===== config.mk =====
export PLATFORM = sky130hd
export DESIGN_NAME = divider_restoring_nbit_flat
export DESIGN_NICKNAME = d
export VERILOG_FILES = /design/src/rtl/divider_restoring_nbit_if.sv /design/src/rtl/divider_restoring_nbit.sv /design/src/flat_wrapper.sv
export SDC_FILE = /design/constraint.sdc
export NUM_CORES = 1
export LEC_CHECK = 0
export ABC_AREA = 1
export CAP_MARGIN = 20
export CORE_ASPECT_RATIO = 0.8
export CORE_MARGIN = 5
export CORE_UTILIZATION = 60
export CTS_CLUSTER_DIAMETER = 60
export DETAILED_ROUTE_END_ITERATION = 8
export HOLD_SLACK_MARGIN = 0.05
export PLACE_DENSITY = 0.92
export SETUP_SLACK_MARGIN = 0.02
export SYNTH_ARGS = -nofsm -noshare
export SYNTH_HDL_FRONTEND = slang
export SYNTH_SLANG_ARGS = --single-unit

===== constraint.sdc =====
create_clock -name clk -period 5.84 [get_ports clk]
set_input_delay 1.168 -clock clk [delete_from_list [all_inputs] [get_ports clk]]
set_output_delay 1.168 -clock clk [all_outputs]
set_load 0.02 [all_outputs]

===== src/rtl/divider_restoring_nbit_if.sv =====
// Operand/result bundle between a controller (master) and the restoring divider (slave).
// No latency of its own: wires only.
// Flow control: start is accepted only while busy is low; done is a one-cycle pulse.
interface divider_restoring_nbit_if #(
    parameter int n = 16
) ();
    logic         start;
    logic [n-1:0] dividend;
    logic [n-1:0] divisor;
    logic [n-1:0] quotient;
    logic [n-1:0] remainder;
    logic         busy;
    logic         done;
    logic         div_by_zero;

    modport master (
        output start, dividend, divisor,
        input  quotient, remainder, busy, done, div_by_zero
    );

    modport slave (
        input  start, dividend, divisor,
        output quotient, remainder, busy, done, div_by_zero
    );
endinterface


===== src/rtl/divider_restoring_nbit.sv =====
// Combinational n-bit adder/subtractor: add_n=1 gives a - b, with c_out=1 meaning no borrow.
// Latency: purely combinational.
// No flow control.
module adder_subtractor_nbit #(
    parameter int n = 4
) (
    input  logic [n-1:0] a,
    input  logic [n-1:0] b,
    input  logic         add_n,
    output logic [n-1:0] sum,
    output logic         c_out,
    output logic         overflow
);
    logic [n-1:0] b_eff;

    assign b_eff          = b ^ {n{add_n}};
    assign {c_out, sum}   = {1'b0, a} + {1'b0, b_eff} + {{n{1'b0}}, add_n};
    assign overflow       = (a[n-1] == b_eff[n-1]) && (sum[n-1] != a[n-1]);
endmodule

// Sequential unsigned restoring divider, one quotient bit per clock.
// Latency: n edges from the accept edge to the done cycle; zero divisor completes on the accept edge.
// Backpressure: start is ignored while busy; a start in the done cycle begins the next division.
module divider_restoring_nbit #(
    parameter int n = 16
) (
    input  logic                    clk,
    input  logic                    reset_n,
    divider_restoring_nbit_if.slave bus
);
    localparam int CW = $clog2(n) + 1;

    typedef enum logic [1:0] {
        IDLE = 2'd0,
        RUN  = 2'd1,
        FIN  = 2'd2
    } state_t;

    state_t        state, state_nxt;
    logic [n-1:0]  a_q;
    logic [n-1:0]  b_q;
    logic [n:0]    p_q;
    logic [CW-1:0] cnt_q;
    logic [n-1:0]  quotient_q;
    logic [n-1:0]  remainder_q;
    logic          div_by_zero_q;

    logic          accept;
    logic          zero_div;
    logic          last_iter;
    logic [n:0]    pt;
    logic [n:0]    diff;
    logic          no_borrow;
    logic [n-1:0]  a_nxt;
    logic [n:0]    p_nxt;
    logic          sub_ovf_unused;
    logic          p_msb_unused;

    assign accept    = (state != RUN) && bus.start;
    assign zero_div  = (bus.divisor == '0);
    assign last_iter = (cnt_q == CW'(1));

    // Partial remainder after shift; its top bit is always 0 once the trial subtraction has restored.
    assign pt           = {p_q[n-1:0], a_q[n-1]};
    assign p_msb_unused = p_q[n];

    adder_subtractor_nbit #(
        .n (n + 1)
    ) u_trial_sub (
        .a        (pt),
        .b        ({1'b0, b_q}),
        .add_n    (1'b1),
        .sum      (diff),
        .c_out    (no_borrow),
        .overflow (sub_ovf_unused)
    );

    assign a_nxt = {a_q[n-2:0], no_borrow};
    assign p_nxt = no_borrow ? diff : pt;

    always_ff @(posedge clk or negedge reset_n) begin
        if (!reset_n) begin
            state <= IDLE;
        end else begin
            state <= state_nxt;
        end
    end

    always_comb begin
        state_nxt = state;
        case (state)
            IDLE, FIN: begin
                if (bus.start) begin
                    state_nxt = zero_div ? FIN : RUN;
                end else begin
                    state_nxt = IDLE;
                end
            end
            RUN: begin
                if (last_iter) begin
                    state_nxt = FIN;
                end
            end
            default: state_nxt = IDLE;
        endcase
    end

    always_ff @(posedge clk or negedge reset_n) begin
        if (!reset_n) begin
            a_q           <= '0;
            b_q           <= '0;
            p_q           <= '0;
            cnt_q         <= '0;
            quotient_q    <= '0;
            remainder_q   <= '0;
            div_by_zero_q <= 1'b0;
        end else if (accept) begin
            a_q <= bus.dividend;
            b_q <= bus.divisor;
            p_q <= '0;
            if (zero_div) begin
                cnt_q         <= '0;
                quotient_q    <= '1;
                remainder_q   <= bus.dividend;
                div_by_zero_q <= 1'b1;
            end else begin
                cnt_q <= CW'(n);
            end
        end else if (state == RUN) begin
            a_q   <= a_nxt;
            p_q   <= p_nxt;
            cnt_q <= cnt_q - CW'(1);
            if (last_iter) begin
                quotient_q    <= a_nxt;
                remainder_q   <= p_nxt[n-1:0];
                div_by_zero_q <= 1'b0;
            end
        end
    end

    assign bus.busy        = (state == RUN);
    assign bus.done        = (state == FIN);
    assign bus.quotient    = quotient_q;
    assign bus.remainder   = remainder_q;
    assign bus.div_by_zero = div_by_zero_q;
endmodule


===== src/flat_wrapper.sv =====
// flat-port wrapper written by rule: the top's interface ports become plain ports
module divider_restoring_nbit_flat 
#(
    parameter int n = 16
)
  (clk, reset_n, bus_start, bus_dividend, bus_divisor, bus_quotient, bus_remainder, bus_busy, bus_done, bus_div_by_zero);
  divider_restoring_nbit_if #(.n(n)) bus_i ();
  input  logic clk;
  input  logic reset_n;
  input wire logic [$bits(bus_i.start)-1:0] bus_start;
  input wire logic [$bits(bus_i.dividend)-1:0] bus_dividend;
  input wire logic [$bits(bus_i.divisor)-1:0] bus_divisor;
  output wire logic [$bits(bus_i.quotient)-1:0] bus_quotient;
  output wire logic [$bits(bus_i.remainder)-1:0] bus_remainder;
  output wire logic [$bits(bus_i.busy)-1:0] bus_busy;
  output wire logic [$bits(bus_i.done)-1:0] bus_done;
  output wire logic [$bits(bus_i.div_by_zero)-1:0] bus_div_by_zero;
  assign bus_i.start = bus_start;
  assign bus_i.dividend = bus_dividend;
  assign bus_i.divisor = bus_divisor;
  assign bus_quotient = bus_i.quotient;
  assign bus_remainder = bus_i.remainder;
  assign bus_busy = bus_i.busy;
  assign bus_done = bus_i.done;
  assign bus_div_by_zero = bus_i.div_by_zero;
  divider_restoring_nbit #(.n(n)) u_core (.clk(clk), .reset_n(reset_n), .bus(bus_i));
endmodule

Yosys cells after proc, flatten, opt, wreduce, memory -nomap -nowiden
Index checks and enable logic that the tools add are counted.
{"block": "classes", "add_sub_neg": 3, "reduce_logical": 7, "eq_ne": 6, "mux": 24, "bitwise": 1}
{"cell": "$mux 16", "n": 13}
{"cell": "$add 17x17->18", "n": 1}
{"cell": "$add 18x1->18 const B", "n": 1}
{"cell": "$not 16->17", "n": 1}
{"cell": "$logic_not 16->1", "n": 1}
{"cell": "$mux 5", "n": 3}
{"cell": "$mux 2", "n": 3}
{"cell": "$eq 5x1->1 const B", "n": 1}
{"cell": "$sub 5x1->5 const B", "n": 1}
{"cell": "$mux 1", "n": 4}
{"cell": "$ne 2x1->1 const B", "n": 2}
{"cell": "$pmux 2 s2", "n": 1}
{"cell": "$reduce_bool 2->1", "n": 2}
{"cell": "$reduce_and 3->1", "n": 1}
{"cell": "$eq 2x1->1 const B", "n": 1}
{"cell": "$eq 2x2->1 const B", "n": 1}
{"cell": "$logic_not 2->1", "n": 1}
{"cell": "$ne 2x2->1 const B", "n": 1}
{"cell": "$reduce_or 2->1", "n": 1}
{"cell": "$logic_and 1x1->1", "n": 1}
{"block": "word_totals", "inputBits": 35, "register_bits": 88, "elab_cells": 49}

Logic depth before layout (Yosys ltp)
{"block": "depth", "word_depth": 7, "ltp_mapped": 16, "mapped_depth_nobuf": 16}

By module
From an unflattened synthesis, not the netlist that was laid out.
{"block": "hier_totals", "hier_cells": 703, "hier_area_um2": 5202.5}
{"mod": "divider_restoring_nbit", "cells_per_inst": 498, "instances": 1, "area_per_inst_um2": 4015.1, "seq_area_each_um2": 2202.1}
{"mod": "adder_subtractor_nbit", "cells_per_inst": 205, "instances": 1, "area_per_inst_um2": 1187.4, "seq_area_each_um2": 0.0}

Least setup slack after synthesis
Ideal clock, no wire load.
{"block": "synth_path", "kind": "input -> register", "startpoint": "input bus_divisor[1]", "endpoint": "register u_core.quotient_q[10], in the netlist u_core.bus.quotient[10]", "n_path_buf": 1, "arrival_ps": 2198, "setup_slack_ps": 3516, "required_ps": 5714, "cell_stages": 11, "cell_sequence": "nor2_1 -> nand2_1 -> nor2_1 -> nand2_1 -> nand2_1 -> nand3_2 -> inv_2 -> nand2_1 -> inv_2 -> buf_2 -> a2bb2oi_1"}
{"block": "synth_via", "elab_chain_cells": 3}
{"item": "start: declaration", "line_no": "flat_wrapper.sv:12", "source": "input wire logic [$bits(bus_i.divisor)-1:0] bus_divisor;"}
{"item": "$logic_not 16->1", "line_no": "divider_restoring_nbit.sv:60", "source": "assign zero_div = (bus.divisor == '0);"}
{"item": "$ne 2x2->1 (no source line)"}
{"item": "$reduce_and 3->1 (no source line)"}
{"item": "end signal: assignment", "line_no": "divider_restoring_nbit.sv:134", "source": "quotient_q <= a_nxt;"}
{"item": "end: declaration", "line_no": "divider_restoring_nbit.sv:44", "source": "logic [n-1:0] quotient_q;"}
No other way between the ends.
A chain may end at the register's enable or synchronous reset.

Worst setup path after layout
{"block": "layout_path", "startpoint": "input bus_divisor[3]", "endpoint": "register u_core.quotient_q[0], in the netlist u_core.bus.quotient[0]"}
The elaborated chain is that of the path after synthesis.

==> metrics.csv <==
metric;value;unit
overall power;4.209;mW
Synth area leaders;dfrtp_1, nand2_1, inv_1, ha_1, nand3_1;
maximum number of pins on one net before global-route repair;89;
die area;0.01040;mm^2
Vias per Instance;5.561;
Period minus WS final;3.562;ns
grt peak-use layer;met2;
crit end category;register;
HP Class;reg2reg;
Final HPWL DP;9.231;mm
WL per Instance;15.77;um
n_diodes;0;
Fill cells;593;
vias in the first global route;4617;
Clk network pwr share;0.113;
clock transition at the registers of the reported paths;0.09;ns
setup TNS;0;ns
final cycle utilization of the critical path;0.6099;
num rows;30;
RePlAce Congestion;0.9392;
Rel. slew slack;0.3972;
clk buf depth;2;
Setup Fix Bufs, Post-CTS;0;
Die Span X;112.8;um
total wire length;12.98;mm
share of the synthesized area in the top cell type;0.4342;
first-pass GRT wire length;21.84;mm
final setup fails;0;
M2 GR Usage;0.4423;
htree depth;3;
worst hold stages;1;
VDD IR max;0.3270;mV
Top Ports;70;
ANT nets after route;0;
Max Fclk;280.7;MHz
CTS resizes;0;
clk_skew;0.007268;ns
Switching Fraction;0.4930;
synthesis-stage register bit count;88;
P_leak;3.129;nW
number of port buffers;69;
grt total ovfl;0;
met3 usage;0.05475;
cell count after synthesis;647;
M1 GR Usage;0.3318;
core area;0.008371;mm^2
Final Hold Viols;0;
clk_lat worst skew;0.36;ns
reg2reg path depth;9;
RSZ-0062 raised after global routing;false;
antenna violations before repair;0;
1st-pass router iterations;5;
worst slack at placement;1.961;ns
power share of the combinational group;0.632;
kind of critical path;in2reg;
WP data arrival;3.82;ns
Syn-to-layout area delta;19.34;%
register area share after synthesis;0.4342;
area leader, netlist;dfrtp_1;
Hold WS;0.4987;ns
post-synth cell types;31;
max_cap viols;0;
Max Slew Vio Count;0;
DIE HEIGHT;92.23;um
share of power burned in registers;0.255;
Via Count;4577;
CP Data Required Time;6.09;ns
CTS hold repair buffers;0;
Starting Density;0.6058;
share of layout cells above drive strength 1;0.09845;
Synth Cell Area;0.005071;mm^2
1st-iter DRT viols;419;
final core occ;0.7230;
DRC;0;
Least-Margin Pin Slew;0.9032;ns
status;complete, no violations;
maximum fanout along the worst path;34;
Mean Syn Cell Area;7.838;um^2
GRT Total Usage;0.2591;
CTS tree;yes;
clock root buffer;clkbuf_8;
setup ws final;2.278;ns
P_sw;2.075;mW
PwrDens;695.5;mW/mm^2
Startpoint Class;primary input;
total CTS buffers;9;
nets;761;
Pint;2.134;mW
clock sink total;88;
Post-Syn Nets;701;
Yosys warning total;0;
path summary, 6_finish.rpt:
kind                       slack [ns]                    from                        to
max reg2reg                      3.06          u_core.p_q[13]  u_core.bus.remainder[15]
min reg2reg                      0.50  u_core.bus.div_by_zero    u_core.bus.div_by_zero
min in group asynchronous        0.68                 reset_n            u_core.b_q[10]
max in group asynchronous        4.53                 reset_n             u_core.a_q[2]
min                              0.50  u_core.bus.div_by_zero    u_core.bus.div_by_zero
max                              2.28          bus_divisor[3]    u_core.bus.quotient[0]
layout make-up:
type / count / area [um^2] / area share
multi-input cells: 439 / 2399 / 0.3963
flip-flops and latches: 88 / 2202 / 0.3639
inverters: 97 / 364.1 / 0.06016
repair buffers: 72 / 730.7 / 0.1207
clock inverters: 6 / 92.59 / 0.01530
well taps: 112 / 140.1 / 0.02315
clock buffers: 9 / 123.9 / 0.02047
flip-flops by register name, summed over array words and instances, names as in the netlist:
name and count:
u_core.bus.remainder 16, u_core.state 2, u_core.p_q 16, u_core.bus.div_by_zero 1, u_core.b_q 16, u_core.a_q 16, u_core.cnt_q 5, u_core.bus.quotient 16
worst max-delay path, cell delays in order:
cell and delay (ns):
clkdlybuf4s50_1 0.42, nor2_1 0.13, nand2_1 0.08, nor2_1 0.16
nand2_1 0.12, nand2_1 0.12, nand3_2 0.33, inv_2 0.54
nand2_1 0.16, inv_2 0.29, nand3_1 0.11, o21ai_0 0.11
inv_1 0.06
through the flow:
step | instance area (um^2) | std cells
floorplan | 5071 | 647
global placement | 5808 | 807
detailed placement | 5808 | 807
CTS | 6025 | 822
global route | 6052 | 823
finish | 6052 | 823
layer usage:
layer / share of wire / up-vias
li1: - / 2191
met1: 0.43 / 2171
met2: 0.49 / 184
met3: 0.060 / 31
met4: 0.024 / 0
met5: 0 / -
power groups by stage:
stage                     combinational, mW  clock (mW)  sequential [mW]
final                                  2.66       0.477             1.07
after global routing                   2.95       0.505             1.10
after CTS                              2.65       0.479             1.07
after detailed placement               2.62           0             1.07
after global placement                 2.52           0             1.06
after floorplan                        1.81           0             1.17
cells by family (layout without fill, tap and decap cells):
logic type | Yosys count | in the layout | synth area share
adders and majority gates | 19 | 19 | 0.04836
buffers and inverters | 120 | 184 | 0.09425
xor gates and xnor gates | 9 | 9 | 0.01554
and+or+nand+nor | 325 | 325 | 0.2948
AOI/OAI and AO/OA | 86 | 86 | 0.1128
DFF | 88 | 88 | 0.4342
placed cells by master, fill, tap and decap left out, types with 8 or more instances in the layout:
master           netlist  layout
nand4_1               17      17
xor2_1                 8       8
nand2_4               10      10
nor2_1                28      27
clkbuf_8               0       9
clkdlybuf4s50_1        0      68
a2bb2oi_1             15      15
dfrtp_1               88      88
nand2_1              205     205
inv_1                 90      90
or2_2                 16      16
ha_1                  18      18
o21ai_0               25      25
o221ai_1              15      15
nand3_1               30      30
a21oi_1               25      25
cells in the mapped netlist, drive strengths merged:
library cell and n:
inv 96, xor2 8, and2 2, fa 1, nor3 1, clkbuf 13, a31oi 2, nand4 17
nand3 35, nand2 219, xnor2 1, nor2 35, buf 10, o21ai 25, a21oi 27, clkinv 1
or2 16, dfrtp 88, a2bb2oi 15, o21a 1, o221ai 15, o22ai 1, ha 18
No activity file was read; power rests on OpenSTA's default activity.
